$ cat src/rtl/btn_cond_pkg.sv
// Shared types, default cycle counts and sizing helpers for the button conditioner.
// The BTN_AUTOREPEAT_EN macro selects whether held keys produce repeat pulses.
package btn_cond_pkg;

    typedef enum logic [2:0] {
        StIdle,
        StPressDb,
        StPulse,
        StHeld,
        StRelDb
    } btn_state_e;

    // Defaults for a 50 MHz clock.
    localparam int unsigned DefDebounceCyc = 500000;   // 10 ms
    localparam int unsigned DefPulseCyc    = 1000000;  // 20 ms
    localparam int unsigned DefHoldCyc     = 25000000; // 500 ms
    localparam int unsigned DefRepeatCyc   = 5000000;  // 100 ms

    function automatic int unsigned max_u(input int unsigned a, input int unsigned b);
        return (a > b) ? a : b;
    endfunction

    // Bits needed to hold values 0..max_val (at least one bit).
    function automatic int unsigned cnt_width(input int unsigned max_val);
        return (max_val < 1) ? 1 : $clog2(max_val + 1);
    endfunction

endpackage

$ cat src/rtl/button_channel.sv
// One key channel: 2-FF synchronizer, debounce FSM and guaranteed-width press pulse.
// With BTN_AUTOREPEAT_EN defined, a held key re-pulses after HOLD_CYC, then every REPEAT_CYC.
module button_channel
    import btn_cond_pkg::*;
#(
    parameter int unsigned DEBOUNCE_CYC = DefDebounceCyc,
    parameter int unsigned PULSE_CYC    = DefPulseCyc,
    parameter int unsigned HOLD_CYC     = DefHoldCyc,
    parameter int unsigned REPEAT_CYC   = DefRepeatCyc
) (
    input  logic clk_i,
    input  logic rst_ni,
    input  logic press_i,
    output logic pulse_o,
    output logic held_o
);

    if (DEBOUNCE_CYC == 0 || PULSE_CYC == 0 || PULSE_CYC >= REPEAT_CYC
        || REPEAT_CYC > HOLD_CYC) begin : g_bad_params
        $error("button_channel: illegal cycle-count parameters");
    end

`ifdef BTN_AUTOREPEAT_EN
    localparam int unsigned CntMax = max_u(max_u(DEBOUNCE_CYC, PULSE_CYC), HOLD_CYC);
`else
    localparam int unsigned CntMax = max_u(DEBOUNCE_CYC, PULSE_CYC);
`endif
    localparam int unsigned CntW = cnt_width(CntMax);

    localparam logic [CntW-1:0] CntOne    = CntW'(1);
    localparam logic [CntW-1:0] CntSat    = '1;
    localparam logic [CntW-1:0] DebCnt    = CntW'(DEBOUNCE_CYC);
    localparam logic [CntW-1:0] PulseLast = CntW'(PULSE_CYC - 1);
`ifdef BTN_AUTOREPEAT_EN
    localparam logic [CntW-1:0] HoldLast   = CntW'(HOLD_CYC - 1);
    localparam logic [CntW-1:0] RepeatLast = CntW'(REPEAT_CYC - 1);
`endif

    logic            sync1_q, sync2_q;
    btn_state_e      state_q, state_d;
    logic [CntW-1:0] cnt_q, cnt_d, cnt_inc;
`ifdef BTN_AUTOREPEAT_EN
    logic            first_q, first_d;
`endif

    assign cnt_inc = (cnt_q == CntSat) ? cnt_q : cnt_q + CntOne;

    always_ff @(posedge clk_i) begin
        if (!rst_ni) begin
            sync1_q <= 1'b0;
            sync2_q <= 1'b0;
            state_q <= StIdle;
            cnt_q   <= '0;
`ifdef BTN_AUTOREPEAT_EN
            first_q <= 1'b0;
`endif
        end else begin
            sync1_q <= press_i;
            sync2_q <= sync1_q;
            state_q <= state_d;
            cnt_q   <= cnt_d;
`ifdef BTN_AUTOREPEAT_EN
            first_q <= first_d;
`endif
        end
    end

    always_comb begin
        state_d = state_q;
        cnt_d   = cnt_inc;
`ifdef BTN_AUTOREPEAT_EN
        first_d = first_q;
`endif
        unique case (state_q)
            StIdle: begin
                cnt_d = '0;
                if (sync2_q) begin
                    state_d = StPressDb;
                    cnt_d   = CntOne;
                end
            end
            StPressDb: begin
                if (!sync2_q) begin
                    state_d = StIdle;
                    cnt_d   = '0;
                end else if (cnt_q == DebCnt) begin
                    state_d = StPulse;
                    cnt_d   = '0;
`ifdef BTN_AUTOREPEAT_EN
                    first_d = 1'b1;
`endif
                end
            end
            // Key level is ignored here so the pulse always has its full width.
            StPulse: begin
                if (cnt_q == PulseLast) begin
                    state_d = StHeld;
                end
            end
            StHeld: begin
                if (!sync2_q) begin
                    state_d = StRelDb;
                    cnt_d   = CntOne;
`ifdef BTN_AUTOREPEAT_EN
                end else if (cnt_q == (first_q ? HoldLast : RepeatLast)) begin
                    state_d = StPulse;
                    cnt_d   = '0;
                    first_d = 1'b0;
`endif
                end
            end
            StRelDb: begin
                if (sync2_q) begin
                    state_d = StHeld;
                    cnt_d   = '0;
                end else if (cnt_q == DebCnt) begin
                    state_d = StIdle;
                    cnt_d   = '0;
                end
            end
            default: begin
                state_d = StIdle;
                cnt_d   = '0;
            end
        endcase
    end

    assign pulse_o = (state_q == StPulse);
    assign held_o  = (state_q == StPulse) || (state_q == StHeld) || (state_q == StRelDb);

endmodule

$ cat src/rtl/button_conditioner.sv
// Conditions N_BTN raw push-button pins into debounced held levels and CPU-visible press pulses.
// Define BTN_AUTOREPEAT_EN to enable hold-to-auto-repeat pulses.
module button_conditioner
    import btn_cond_pkg::*;
#(
    parameter int unsigned N_BTN          = 4,
    parameter bit          KEY_ACTIVE_LOW = 1'b1,
    parameter int unsigned DEBOUNCE_CYC   = DefDebounceCyc,
    parameter int unsigned PULSE_CYC      = DefPulseCyc,
    parameter int unsigned HOLD_CYC       = DefHoldCyc,
    parameter int unsigned REPEAT_CYC     = DefRepeatCyc
) (
    input  logic             clk_clk,
    input  logic             reset_reset_n,
    input  logic [N_BTN-1:0] key_n,
    output logic [N_BTN-1:0] btn_pulse,
    output logic [N_BTN-1:0] btn_held
);

    // Inverting by a constant is glitch-free, so normalizing before the synchronizer is safe.
    logic [N_BTN-1:0] press_raw;
    assign press_raw = KEY_ACTIVE_LOW ? ~key_n : key_n;

    for (genvar i = 0; i < N_BTN; i++) begin : g_chan
        button_channel #(
            .DEBOUNCE_CYC (DEBOUNCE_CYC),
            .PULSE_CYC    (PULSE_CYC),
            .HOLD_CYC     (HOLD_CYC),
            .REPEAT_CYC   (REPEAT_CYC)
        ) u_chan (
            .clk_i   (clk_clk),
            .rst_ni  (reset_reset_n),
            .press_i (press_raw[i]),
            .pulse_o (btn_pulse[i]),
            .held_o  (btn_held[i])
        );
    end

endmodule

$ cat config.mk
export PLATFORM = sky130hd
export DESIGN_NAME = button_conditioner
export DESIGN_NICKNAME = d
export VERILOG_FILES = /design/src/rtl/btn_cond_pkg.sv /design/src/rtl/button_channel.sv /design/src/rtl/button_conditioner.sv
export SDC_FILE = /design/constraint.sdc
export NUM_CORES = 1
export LEC_CHECK = 0
export BUFFER_PORTS_ARGS = -buffer_cell sky130_fd_sc_hd__buf_2
export CORE_MARGIN = 8
export CORE_UTILIZATION = 60
export DETAILED_ROUTE_END_ITERATION = 8
export PLACE_DENSITY = 0.75
export SKIP_CTS_REPAIR_TIMING = 1
export SLEW_MARGIN = 40
export SYNTH_ARGS = -nofsm -noshare
export SYNTH_HDL_FRONTEND = slang
export SYNTH_SLANG_ARGS = --single-unit
$ cat constraint.sdc
create_clock -name clk_clk -period 4.2 [get_ports clk_clk]
set_input_delay 0.21 -clock clk_clk [delete_from_list [all_inputs] [get_ports clk_clk]]
set_output_delay 0.21 -clock clk_clk [all_outputs]
set_load 0.02 [all_outputs]
==> impl_results.md <==
* Worst hold path endpoint: g_chan[3].u_chan.sync1_q$_SDFF_PN0_
* Sw Pwr at 0.000339 W
* Initial DRC count at about 340
* Post-DP Area at 5530 um^2
* Reg2reg setup slack at 1800 ps
* Clk pwr share at 0.370
* Wirelength per Cell at around 14 um
* Yosys top cell area share at 0.365
* Final Skew at roughly 9.6 ps
* Max H-tree Level at 3
* Post-detail-place hpwl at 7.90 mm
* Synth Instances at 683
* Syn Std Cell Area at 5490 um^2
* Worst Path Max Fanout at 19
* First drt pass iteration count at 5
* Total Routing Usage GR at 0.181
* Routed vias at 4891
* Layout fillers at 809
* CP required at ~4400 ps
* Global route overflow at 0
* CTS Sinks at 100
* Ranking of synthesized cells by area: dfxtp_1, nor2_1, a21oi_1, xnor2_1, nand3_1
* Leak at between 1.5 and 2 nW
* Post-route cell area at 5750 um^2
* Root Driver: clkbuf_8
* RSZ-0062 raised after global routing: no
* Syn Nets at 697
* Yosys reg bits at 100
* Setup TNS at 0 ps
* Clock slew at reported path FFs at roughly 90 ps
* Hold Startpoint: key_n[3]
* Final slew viol count at 0
* Seq pwr share at 0.605
* Synth cell types at 68
* Die span in y at approximately 110 um
* WL final at 11.2 mm
* Setup CP Type: register to register
* Period minus WS final at 2400 ps
* Crit start category: register
* Internal at 0.00125 W
* Antenna Cells at 0
* Num ports at 14
* First-pass GRT wire length at 19.6 mm
* DR vias/cell at 6.18
* R2R depth at 5
* Layout cell share with drive strength beyond 1 at 0.0675
* Clock buffer depth at 2
* Synthesis warning total at 0
* Combinational fraction of design power at 0.025
* Detail Route Antenna Nets at 0
* Die Footprint at between 10000 and 15000 um^2
* VDD IR max at 203 uV
* Max Clk Rate at between 400 and 500 MHz
* Worst Hold Depth at 2
* Fin crit share at 0.571
* # Max-Cap Violations at 0
* Worst R2R Start: g_chan[1].u_chan.cnt_q[3]$_SDFF_PN0_
* Final hold vios at 0
* Switching fraction of total power at 0.213
* Post-synthesis sequential area ratio at 0.365
* Initial cell density of the core at 0.605
* P&R area growth vs syn at 4.84%
* CTS buffer count at 9
* Worst slew pin tran at 709 ps
* Yosys top cell by area: dfxtp_1
* CTS tree: done
* Antenna violations before repair at 0
* Core Util, Final at 0.634
* Synth Flop Type: dfxtp_1
* Num rows at 35
* Asr flop ratio synth at 0
* Core ar. at about 9100 um^2
* Status: completed
* DRC viols at 0
* Global placer's final weighted congestion at 0.872
* Die X at between 100 and 150 um
* Critical Path AT at 2620 ps
* Worst skew pair latency at around 360 ps
* Nets at between 600 and 700
* Vias in the first global route at 4365
* Hold WC Path Type: input port to register
* IO buf count at 13
* Worst slew margin at 0.523
* Avg Synthesized Cell Area at 8.03 um^2
* Post-synth EDFFs at 0
* Crit. End Element: register
* Power per Cell Area at around 280 nW/um^2
* Largest net degree at the start of global routing at 20
* RR Endpoint: g_chan[1].u_chan.cnt_q[16]$_SDFF_PN0_
* Final setup violating endpoints at 0
==> sequential cells by signal, indices dropped and copies added (netlist names) <==
| signal | count |
|---|---|
| g_chan.u_chan.state_q | 12 |
| g_chan.u_chan.sync2_q | 4 |
| g_chan.u_chan.cnt_q | 80 |
| g_chan.u_chan.sync1_q | 4 |
==> synth_stat cells (3+ instances only) <==
cell type / instances
dfxtp_1: 100
nor2_1: 94
nand2_1: 46
a21oi_1: 45
nand3_1: 39
nor3_1: 33
inv_1: 28
nand4_1: 26
xnor2_1: 25
o21ai_0: 20
xor2_1: 18
clkbuf_1: 16
a31oi_1: 12
and3_1: 12
a211oi_1: 10
and4_1: 9
nor4_1: 9
buf_4: 8
ha_1: 8
nand2b_1: 8
or3_1: 8
mux2i_1: 7
nor4b_1: 7
and2_1: 6
nand3b_1: 5
a2111oi_0: 4
and4b_1: 4
buf_2: 4
nor2b_1: 4
o211a_1: 4
or2_2: 4
or4_1: 4
a21o_1: 3
a311oi_1: 3
nor3b_1: 3
o2111ai_1: 3
o211ai_1: 3
o21a_1: 3
o22ai_1: 3
or3b_2: 3
==> power by group through the flow <==
stage,registers (W),clock network [W],logic (W)
after floorplan,0.000980,0,0.0000336
final,0.000963,0.000589,0.0000399
after CTS,0.000963,0.000611,0.0000378
after detailed placement,0.000985,0,0.0000376
after global routing,0.000965,0.000647,0.0000453
after global placement,0.000984,0,0.0000367
==> metrics by stage <==
stage	total power, W	instances	worst slack (ps)	hold WS (ps)
2_1_floorplan	0.00101	683	2160	282
3_3_place_gp	0.00102	777	1810	369
3_5_place_dp	0.00102	777	1810	370
4_1_cts	0.00161	789	1790	-19.3
5_1_grt	0.00166	792	1630	18.7
6_report	0.00159	792	1800	9.70
==> kinds of logic (layout without fill, tap and decap cells) <==
family,Yosys count,after routing,share of synthesized area
adders and majority gates,8,8,0.0182
buffers and inverters,58,56,0.0504
xor gates and xnor gates,43,43,0.0687
and+or+nand+nor,333,333,0.324
AOI/OAI and AO/OA,134,134,0.161
muxes,7,7,0.0128
DFF,100,100,0.365
==> worst max-delay path: stages, from the launching register on <==
cell     delay [ps]
dfxtp_1         360
or4_1           520
or3_4           350
nor4_4          340
a21o_1          560
nor3_1          120
==> worst max path at each step <==
stage,startpoint,end,slack (ps),cells past startpoint
floorplan,g_chan[1].u_chan.cnt_q[3]$_SDFF_PN0_,g_chan[1].u_chan.cnt_q[11]$_SDFF_PN0_,2160,7
CTS,g_chan[1].u_chan.cnt_q[3]$_SDFF_PN0_,g_chan[1].u_chan.cnt_q[16]$_SDFF_PN0_,1790,5
global placement,g_chan[2].u_chan.cnt_q[6]$_SDFF_PN0_,g_chan[2].u_chan.cnt_q[3]$_SDFF_PN0_,1810,5
detailed placement,g_chan[1].u_chan.cnt_q[3]$_SDFF_PN0_,g_chan[1].u_chan.cnt_q[6]$_SDFF_PN0_,1810,5
finish,g_chan[1].u_chan.cnt_q[3]$_SDFF_PN0_,g_chan[1].u_chan.cnt_q[16]$_SDFF_PN0_,1800,5
global route,g_chan[0].u_chan.cnt_q[0]$_SDFF_PN0_,g_chan[0].u_chan.cnt_q[18]$_SDFF_PN0_,1630,6
==> cells in the final DEF, fill, tap and decap left out, types with 13 or more instances in the layout <==
master / synthesis / final
inv_1: 28 / 28
nand4_1: 26 / 26
buf_2: 4 / 13
o21ai_0: 20 / 20
xor2_1: 18 / 18
xnor2_1: 25 / 25
nand2_1: 46 / 46
a21oi_1: 45 / 45
nor3_1: 33 / 33
nand3_1: 39 / 39
dfxtp_1: 100 / 100
nor2_1: 94 / 94
==> cell type report <==
cell class,instances,area [um^2],share of cell area
clock inverter,2,38.8,0.00674
clock buffer,10,138,0.0239
multi-input combinational,525,3230,0.562
tap,111,139,0.0242
timing repair buffer,16,95.1,0.0165
sequential,100,2000,0.348
inverter,28,105,0.0183
==> layer usage <==
| layer | GRT usage | vias to the layer above | wire, um |
|---|---|---|---|
| met2 | 0.287 | 117 | 5190 |
| li1 | - | 2469 | - |
| met5 | 0 | - | 0 |
| met4 | 0.0656 | 0 | 126 |
| met1 | 0.238 | 2291 | 5440 |
| met3 | 0.0368 | 14 | 463 |
Note: power is estimated with default switching activity, not from simulation.
